==> config.mk <==
export PLATFORM = sky130hd
export DESIGN_NAME = fetch_unit_pf
export DESIGN_NICKNAME = d
export VERILOG_FILES = /design/src/rtl/fetch_unit_pf.sv
export SDC_FILE = /design/constraint.sdc
export NUM_CORES = 1
export LEC_CHECK = 0
export CAP_MARGIN = 10
export CORE_ASPECT_RATIO = 0.8
export CORE_MARGIN = 3
export CORE_UTILIZATION = 30
export CTS_BUF_LIST = sky130_fd_sc_hd__clkbuf_4 sky130_fd_sc_hd__clkbuf_8
export CTS_CLUSTER_SIZE = 16
export DETAILED_ROUTE_END_ITERATION = 10
export GPL_ROUTABILITY_DRIVEN = 0
export HOLD_SLACK_MARGIN = 0.1
export PLACE_DENSITY_LB_ADDON = 0.12
export SLEW_MARGIN = 0
export SYNTH_ARGS = -nofsm -noshare
export SYNTH_HDL_FRONTEND = slang
export SYNTH_SLANG_ARGS = --single-unit
==> constraint.sdc <==
create_clock -name clk_i -period 4.1 [get_ports clk_i]
set_input_delay 0.82 -clock clk_i [delete_from_list [all_inputs] [get_ports clk_i]]
set_output_delay 0.82 -clock clk_i [all_outputs]
set_load 0.02 [all_outputs]
==> src/rtl/fetch_unit_pf.sv <==
// Fetch stage with in-order imem request/response, credit-limited prefetch FIFO and redirect flush.
// Optional performance counters are compiled in when FETCH_PERF_CNT_EN is defined.
module fetch_unit_pf #(
    parameter int              XLEN     = 32,
    parameter int              DEPTH    = 4,
    parameter logic [XLEN-1:0] RESET_PC = '0
) (
    input  logic            clk_i,
    input  logic            rst_i,
    output logic            imem_req_o,
    output logic [XLEN-1:0] imem_addr_o,
    input  logic            imem_gnt_i,
    input  logic            imem_rvalid_i,
    input  logic [31:0]     imem_rdata_i,
    input  logic            redirect_i,
    input  logic [XLEN-1:0] redirect_pc_i,
    output logic            instr_valid_o,
    output logic [31:0]     instr_o,
    output logic [XLEN-1:0] instr_pc_o,
    input  logic            instr_ready_i,
    output logic            fault_o,
    output logic [XLEN-1:0] fault_pc_o
`ifdef FETCH_PERF_CNT_EN
    ,
    output logic [31:0]     perf_redirect_o,
    output logic [31:0]     perf_starve_o
`endif
);

    localparam int CW = $clog2(DEPTH + 1);
    localparam int AW = $clog2(DEPTH);

    logic [XLEN-1:0] fetch_pc_q, fetch_pc_d;
    logic [XLEN-1:0] resp_pc_q, resp_pc_d;
    logic [CW-1:0]   outstanding_q, outstanding_d;
    logic [CW-1:0]   discard_q, discard_d;
    logic [CW-1:0]   count_q, count_d;
    logic [AW-1:0]   wr_ptr_q, wr_ptr_d;
    logic [AW-1:0]   rd_ptr_q, rd_ptr_d;
    logic            fault_q, fault_d;
    logic [XLEN-1:0] fault_pc_q, fault_pc_d;

    logic [31:0]     data_mem [DEPTH];
    logic [XLEN-1:0] pc_mem   [DEPTH];

    logic credit_ok;
    logic gnt;
    logic drop;
    logic push;
    logic pop;

    always_comb begin
        // NOTE: every signal assigned here gets a default first so no latch is inferred.
        credit_ok     = ({1'b0, count_q} + {1'b0, outstanding_q}) < (CW + 1)'(DEPTH);
        imem_req_o    = !rst_i && !redirect_i && !fault_q && credit_ok;
        imem_addr_o   = fetch_pc_q;
        gnt           = imem_req_o && imem_gnt_i;
        drop          = imem_rvalid_i && (discard_q != '0);
        push          = imem_rvalid_i && !drop && !redirect_i;
        pop           = (count_q != '0) && instr_ready_i && !redirect_i;

        fetch_pc_d    = fetch_pc_q;
        resp_pc_d     = resp_pc_q;
        wr_ptr_d      = wr_ptr_q;
        rd_ptr_d      = rd_ptr_q;
        fault_d       = fault_q;
        fault_pc_d    = fault_pc_q;
        outstanding_d = outstanding_q + CW'(gnt) - CW'(imem_rvalid_i);
        count_d       = count_q + CW'(push) - CW'(pop);
        discard_d     = drop ? discard_q - CW'(1) : discard_q;

        if (gnt)
            fetch_pc_d = fetch_pc_q + XLEN'(4);
        if (push) begin
            resp_pc_d = resp_pc_q + XLEN'(4);
            wr_ptr_d  = wr_ptr_q + AW'(1);
        end
        if (pop)
            rd_ptr_d = rd_ptr_q + AW'(1);

        // Everything still in flight after this cycle belongs to the old path.
        if (redirect_i) begin
            fetch_pc_d = redirect_pc_i;
            resp_pc_d  = redirect_pc_i;
            discard_d  = outstanding_d;
            count_d    = '0;
            wr_ptr_d   = rd_ptr_q;
            fault_d    = (redirect_pc_i[1:0] != 2'b00);
            if (redirect_pc_i[1:0] != 2'b00)
                fault_pc_d = redirect_pc_i;
        end
    end

    always_ff @(posedge clk_i or posedge rst_i) begin
        // NOTE: state uses non-blocking assignments so every flop samples pre-edge values.
        if (rst_i) begin
            fetch_pc_q    <= RESET_PC;
            resp_pc_q     <= RESET_PC;
            outstanding_q <= '0;
            discard_q     <= '0;
            count_q       <= '0;
            wr_ptr_q      <= '0;
            rd_ptr_q      <= '0;
            fault_q       <= 1'b0;
            fault_pc_q    <= '0;
        end else begin
            fetch_pc_q    <= fetch_pc_d;
            resp_pc_q     <= resp_pc_d;
            outstanding_q <= outstanding_d;
            discard_q     <= discard_d;
            count_q       <= count_d;
            wr_ptr_q      <= wr_ptr_d;
            rd_ptr_q      <= rd_ptr_d;
            fault_q       <= fault_d;
            fault_pc_q    <= fault_pc_d;
        end
    end

    // NOTE: FIFO storage is not reset; the head is masked whenever the FIFO is empty.
    always_ff @(posedge clk_i) begin
        if (push) begin
            data_mem[wr_ptr_q] <= imem_rdata_i;
            pc_mem[wr_ptr_q]   <= resp_pc_q;
        end
    end

    assign instr_valid_o = (count_q != '0);
    assign instr_o       = instr_valid_o ? data_mem[rd_ptr_q] : '0;
    assign instr_pc_o    = instr_valid_o ? pc_mem[rd_ptr_q] : '0;
    assign fault_o       = fault_q;
    assign fault_pc_o    = fault_pc_q;

`ifdef FETCH_PERF_CNT_EN
    logic [31:0] perf_redirect_q, perf_redirect_d;
    logic [31:0] perf_starve_q, perf_starve_d;

    always_comb begin
        perf_redirect_d = perf_redirect_q;
        perf_starve_d   = perf_starve_q;
        if (redirect_i && (perf_redirect_q != '1))
            perf_redirect_d = perf_redirect_q + 32'd1;
        if (instr_ready_i && !instr_valid_o && (perf_starve_q != '1))
            perf_starve_d = perf_starve_q + 32'd1;
    end

    always_ff @(posedge clk_i or posedge rst_i) begin
        if (rst_i) begin
            perf_redirect_q <= '0;
            perf_starve_q   <= '0;
        end else begin
            perf_redirect_q <= perf_redirect_d;
            perf_starve_q   <= perf_starve_d;
        end
    end

    assign perf_redirect_o = perf_redirect_q;
    assign perf_starve_o   = perf_starve_q;
`endif

    a_no_overflow: assert property (@(posedge clk_i) disable iff (rst_i)
        !(push && !pop && (count_q == CW'(DEPTH))));
    a_discard_bound: assert property (@(posedge clk_i) disable iff (rst_i)
        discard_q <= CW'(DEPTH));

endmodule

* After elaboration in Yosys (flattened, before gate mapping)
Memories as Yosys holds them, arrays and structs flattened.
Cells that the tools add are included.
** Storage, ports and cells
- Memories kept :: 2
- Flip-flop bits (word level) :: 110
- Logic and storage cells :: 55
- Bits in writable memories :: 256
- Output and inout port bits :: 131
** Cells by class
- Reductions and logical operators :: 20
- $lt $le $gt $ge :: 1
- Muxes and demuxes :: 13
- Add/subtract/negate cells :: 10
** Memories
- data_mem :: depth 4, width 32, read ports 1, clocked after Yosys merged registers in 0, wr ports 1, RTL line 43 : logic [31:0] data_mem [DEPTH];
- pc_mem :: depth 4, width 32, read ports 1, clocked after Yosys merged registers in 0, wr ports 1, RTL line 44 : logic [XLEN-1:0] pc_mem [DEPTH];
** Operators with widths (number)
- $mux 32 :: 6
- $add 32x3->32 const B :: 2
- $logic_and 1x1->1 :: 9
- $mux 3 :: 3
- $reduce_bool 2->1 :: 4
- $add 3x1->3 :: 2
- $reduce_bool 3->1 :: 2
- $sub 3x1->3 :: 2
- $add 2x1->2 const B :: 2
- $add 3x3->4 :: 1
- $logic_not 1->1 :: 4
- $lt 4x3->1 const B :: 1
- $mux 2 :: 2
- $sub 3x1->3 const B :: 1
- $mux 1 :: 2
- $reduce_and 2->1 :: 1

* Logic depth before layout (Yosys ltp)
- Depth after elaboration :: 8
- Gate-level depth with buffers :: 13
- Gate-level depth less buffers :: 12

* Worst setup path after synthesis
No wires, ideal clock.
- Path kind :: input to register
- From :: input port redirect_i
- To :: register discard_q[2]
- Stages on the path :: 12
- Data required time :: 3.967 ns
- Setup time :: 0.133 ns
- Arrival time :: 2.986 ns
- Setup slack :: 0.980 ns
- Cell sequence :: nor4_1 > and4_1 > clkinv_1 > clkbuf_1 > ha_1 > inv_1 > ha_1 > fa_1 > xnor2_1 > xnor2_1 > nand2_1 > o21ai_0
** On the way
- Cells in the longest elaborated chain, start to end :: 8
- Elaborated cells on any way between the ends :: 9
- Those cells by class :: 2 x add/sub; 1 x mux; 6 x reduce/logical
** RTL lines
- start: declaration :: RTL line 15 : input logic redirect_i,
- $logic_not 1->1 :: RTL line 55 : imem_req_o = !rst_i && !redirect_i && !fault_q && credit_ok;
- $logic_and 1x1->1 (3 in series) :: RTL line 55
- $logic_and 1x1->1 :: RTL line 57 : gnt = imem_req_o && imem_gnt_i;
- $add 3x1->3 :: RTL line 68 : outstanding_d = outstanding_q + CW'(gnt) - CW'(imem_rvalid_i);
- $sub 3x1->3 :: RTL line 68
- net outstanding_d[2] :: RTL line 35 : logic [CW-1:0] outstanding_q, outstanding_d;
- $mux 3 :: RTL line 82 : if (redirect_i) begin
- end signal: assignment :: RTL line 110 : discard_q <= discard_d;
- end: declaration :: RTL line 36 : logic [CW-1:0] discard_q, discard_d;
The timed path passes the listed nets, and every way through them passes these cells.
A chain may end at the register's enable or synchronous reset.

* Worst setup path after layout
- From :: register rd_ptr_q[0]
- To :: output port instr_o[2]
** On the way
- Cells in the longest elaborated chain, start to end :: 2
** RTL lines
- start: declaration :: RTL line 39 : logic [AW-1:0] rd_ptr_q, rd_ptr_d;
- start signal: assignment :: RTL line 113 : rd_ptr_q <= rd_ptr_d;
- $mem_v2 4x32
- $mux 32 :: RTL line 128 : assign instr_o = instr_valid_o ? data_mem[rd_ptr_q] : '0;
- end: declaration :: RTL line 18 : output logic [31:0] instr_o,
Every way passes these cells.

==> results summary <==
The flow ran to the end, and the final reports show no timing, DRC or antenna violations. Hold is met by 0.475 ns. The net count after synthesis is 1040. The shortest period the worst path allows came out at 3.84 ns.

The final hold violation count is 0. The number of levels in the clock H-tree is 2. Yosys mapped a number of flops with a built-in enable equal to 256. The fraction of post-synthesis cell area in the top cell type by area came out at 50.6%. Buffers placed on the I/O ports in this run total 200.

Setup violations remaining at the end of the flow were counted as 0. Ranked by instance count, the synthesized netlist is headed by 256 x edfxtp_1, 110 x dfrtp_1, 73 x nand2_1. For the worst setup path, the data arrival time is 3.02 ns.

STA classifies the critical path startpoint as a register. The total I/O pin count is 201. The final cell utilization of the core came out at 38.9%. Detailed routing inserted a total of 9046 vias. During synthesis, Yosys emitted a total of 0 warnings. The tree is rooted in a clkbuf_8. The number of buffers created by CTS is 60. The sum of negative setup slack came out at 0 ns. The number of inserted diodes is 0. After synthesis, the share of flip-flops with an asynchronous set or reset is 30.1%.

The total track usage is 14.5%. The final clock skew is 0.0413 ns. The final-report max-slew violation count came out at 0. The area of the die came out at 0.0534 sq mm. The area added between synthesis and finish came out at 27.6%. The most used flip-flop cell after synthesis is edfxtp_1. Derived from the worst setup path, the maximum achievable clock frequency is 261 MHz. The overall power after layout came out at 11.3 mW. After synthesis, the netlist uses 55 different library cells. The number of gates given a new drive strength after cts is 0. The largest fanout of any net on the critical path came out at 24.

The number of sinks on the clock net came out at 366. The first global-routing pass estimated 59.8 mm of wire. The buffers inserted during post-CTS setup optimization came out at 0. The setup slack after placement is 0.674 ns. The number of vias per cell after detailed routing came out at 4.71.

The final cycle utilization of the critical path is 93.6%. The DRC violation count after routing came out at 0. The headroom to the max-slew limit came out at 26.4%. The die is 207 um tall. By startpoint and endpoint, the worst setup path is classified as reg -> out.

After synthesis, the cell types taking the most area are edfxtp_1 51%, dfrtp_1 18%, mux4_2 9.5%. The maximum vdd drop is 221 uV. Clock-pin slew was measured on the worst setup and hold paths at 0.06 ns. The mean area per synthesized cell is 15.9 sq um. Yosys instantiated no cell more often than edfxtp_1. The initial cell density of the core came out at 30.5%. The initial antenna violation count is 0.

The worst path required time is 3.28 ns. The total number of placement rows is 73. TritonCTS built the clock tree. The first detailed-routing pass ran for 5 iterations. The worst-skew pair later-pin latency is 0.66 ns. The transition at the pin with the smallest max-transition slack is 1.10 ns. The initial DRC count is 465.

Setup repair after global routing left no endpoint under its margin. The number of standard cells after synthesis came out at 954. The synthesized flop and latch total came out at 366. The number of hold buffers added after CTS came out at 0.

The sequential area share after synthesis came out at 68.7%. Summing every instance area after synthesis gives 0.0152 sq mm. The largest net degree at the start of global routing is 68. Setup slack on the critical path of the routed design comes to 0.263 ns.

The register-to-register setup slack is 1.26 ns. The min-delay analysis places its worst path in the category reg -> reg. The core region is 0.0499 sq mm. The via count of the first global-routing pass is 9639. The leakage power total is 6.76 nW.

From left edge to right edge, the die measures 258 um. The HPWL after detailed placement is 25.5 mm. Max-cap violations in this run came to 0. The number of filler instances in the final layout came out at 4739.

The worst setup path is captured at a primary output. Summed over all instances, the cell type with the most area after synthesis is edfxtp_1. The final routed wirelength across all metal layers came out at 38.6 mm. At the end of the flow, the number of nets in the layout was 1285. The aggregate global routing overflow came out at 0. Dividing the detail-routed wire length by the instance count gives 20.1 um. Dividing total power by cell area gives a power density of 580 mW/mm^2. The post-route netlist has 19.7% of its cells at a drive strength greater than 1. The remaining antenna violation count after routing came out at 0.

The maximum buffer depth of the clock tree came out at 3.
layer usage:
metal  GRT usage (%)  routed length (um)  vias to the layer above
li1                -                   -                     4134
met1            20.4               18300                     4612
met2            21.8               16800                      237
met3            4.29                2690                       63
met4            4.25                 721                        0
met5               0                   0                        -
cell families (layout without fill, tap and decap cells):
logic type / after synthesis / after routing / synth area share [%]
AO/OA/AOI/OAI: 96 / 96 / 3.89
XOR/XNOR: 42 / 42 / 2.42
adder cells (fa/ha/maj): 16 / 16 / 1.42
buffers and inverters: 66 / 356 / 1.69
flip-flops: 366 / 366 / 68.7
multiplexers: 102 / 102 / 12.3
AND/OR/NAND/NOR: 266 / 266 / 9.61
cell type report:
type                    count  area [sq um]  area share [%]
well taps                 675           845            4.36
inverters                  23          88.8           0.458
multi-input cells         522          4520            23.3
flip-flops and latches    366         10400            53.9
clock buffers              86          1040            5.36
clock inverters            21           116           0.600
repair buffers            226          2330            12.0
stage by stage:
| step | cell area (sq um) | std cells |
|---|---|---|
| after floorplan | 15200 | 954 |
| after global placement | 18200 | 1812 |
| after detailed placement | 18200 | 1812 |
| after CTS | 19400 | 1919 |
| after global routing | 19400 | 1919 |
| final | 19400 | 1919 |
state kept, by name (all words and copies together) (netlist names):
| register | flops |
|---|---|
| fault_pc_o | 32 |
| discard_q | 3 |
| resp_pc_q | 32 |
| count_q | 3 |
| wr_ptr_q | 2 |
| rd_ptr_q | 2 |
| outstanding_q | 3 |
| imem_addr_o | 32 |
| pc_mem | 128 |
| data_mem | 128 |
| fault_o | 1 |
path summary, 6_finish.rpt:
path                          startpoint              end  cells after the start
min in group asynchronous          rst_i  imem_addr_o[22]                      2
min reg2reg                fault_pc_o[0]    fault_pc_o[0]                      2
max                          rd_ptr_q[0]       instr_o[2]                      4
max reg2reg                   count_q[1]       count_q[2]                      9
max in group asynchronous          rst_i    resp_pc_q[24]                      3
min                        fault_pc_o[0]    fault_pc_o[0]                      2
critical path, stage by stage (launching register included):
cell and delay (ns):
dfrtp_4 0.75, buf_4 0.37, mux4_2 0.53, and2_1 0.17, clkdlybuf4s50_1 0.55
report_power, final:
part,switching [mW],internal (mW)
clock,1.46,1.63
combinational,1.68,1.78
sequential,0.416,4.28
cell usage in the layout, fill, tap and decap left out, types with 7 or more instances in the layout:
cell type / n
nand2_1: 73
o211ai_1: 10
mux2_2: 34
clkdlybuf4s50_1: 199
nand4_1: 15
buf_4: 15
ha_1: 14
o311ai_0: 7
o21ai_0: 50
buf_12: 11
mux4_2: 64
clkbuf_4: 23
nor2_1: 30
inv_1: 20
dfrtp_1: 108
xor2_1: 17
and2_1: 68
nor3_1: 7
edfxtp_1: 256
nand3_1: 27
xnor2_1: 25
clkinv_1: 11
clkinv_2: 8
clkbuf_8: 63
Power figures use the tool's default switching activity.
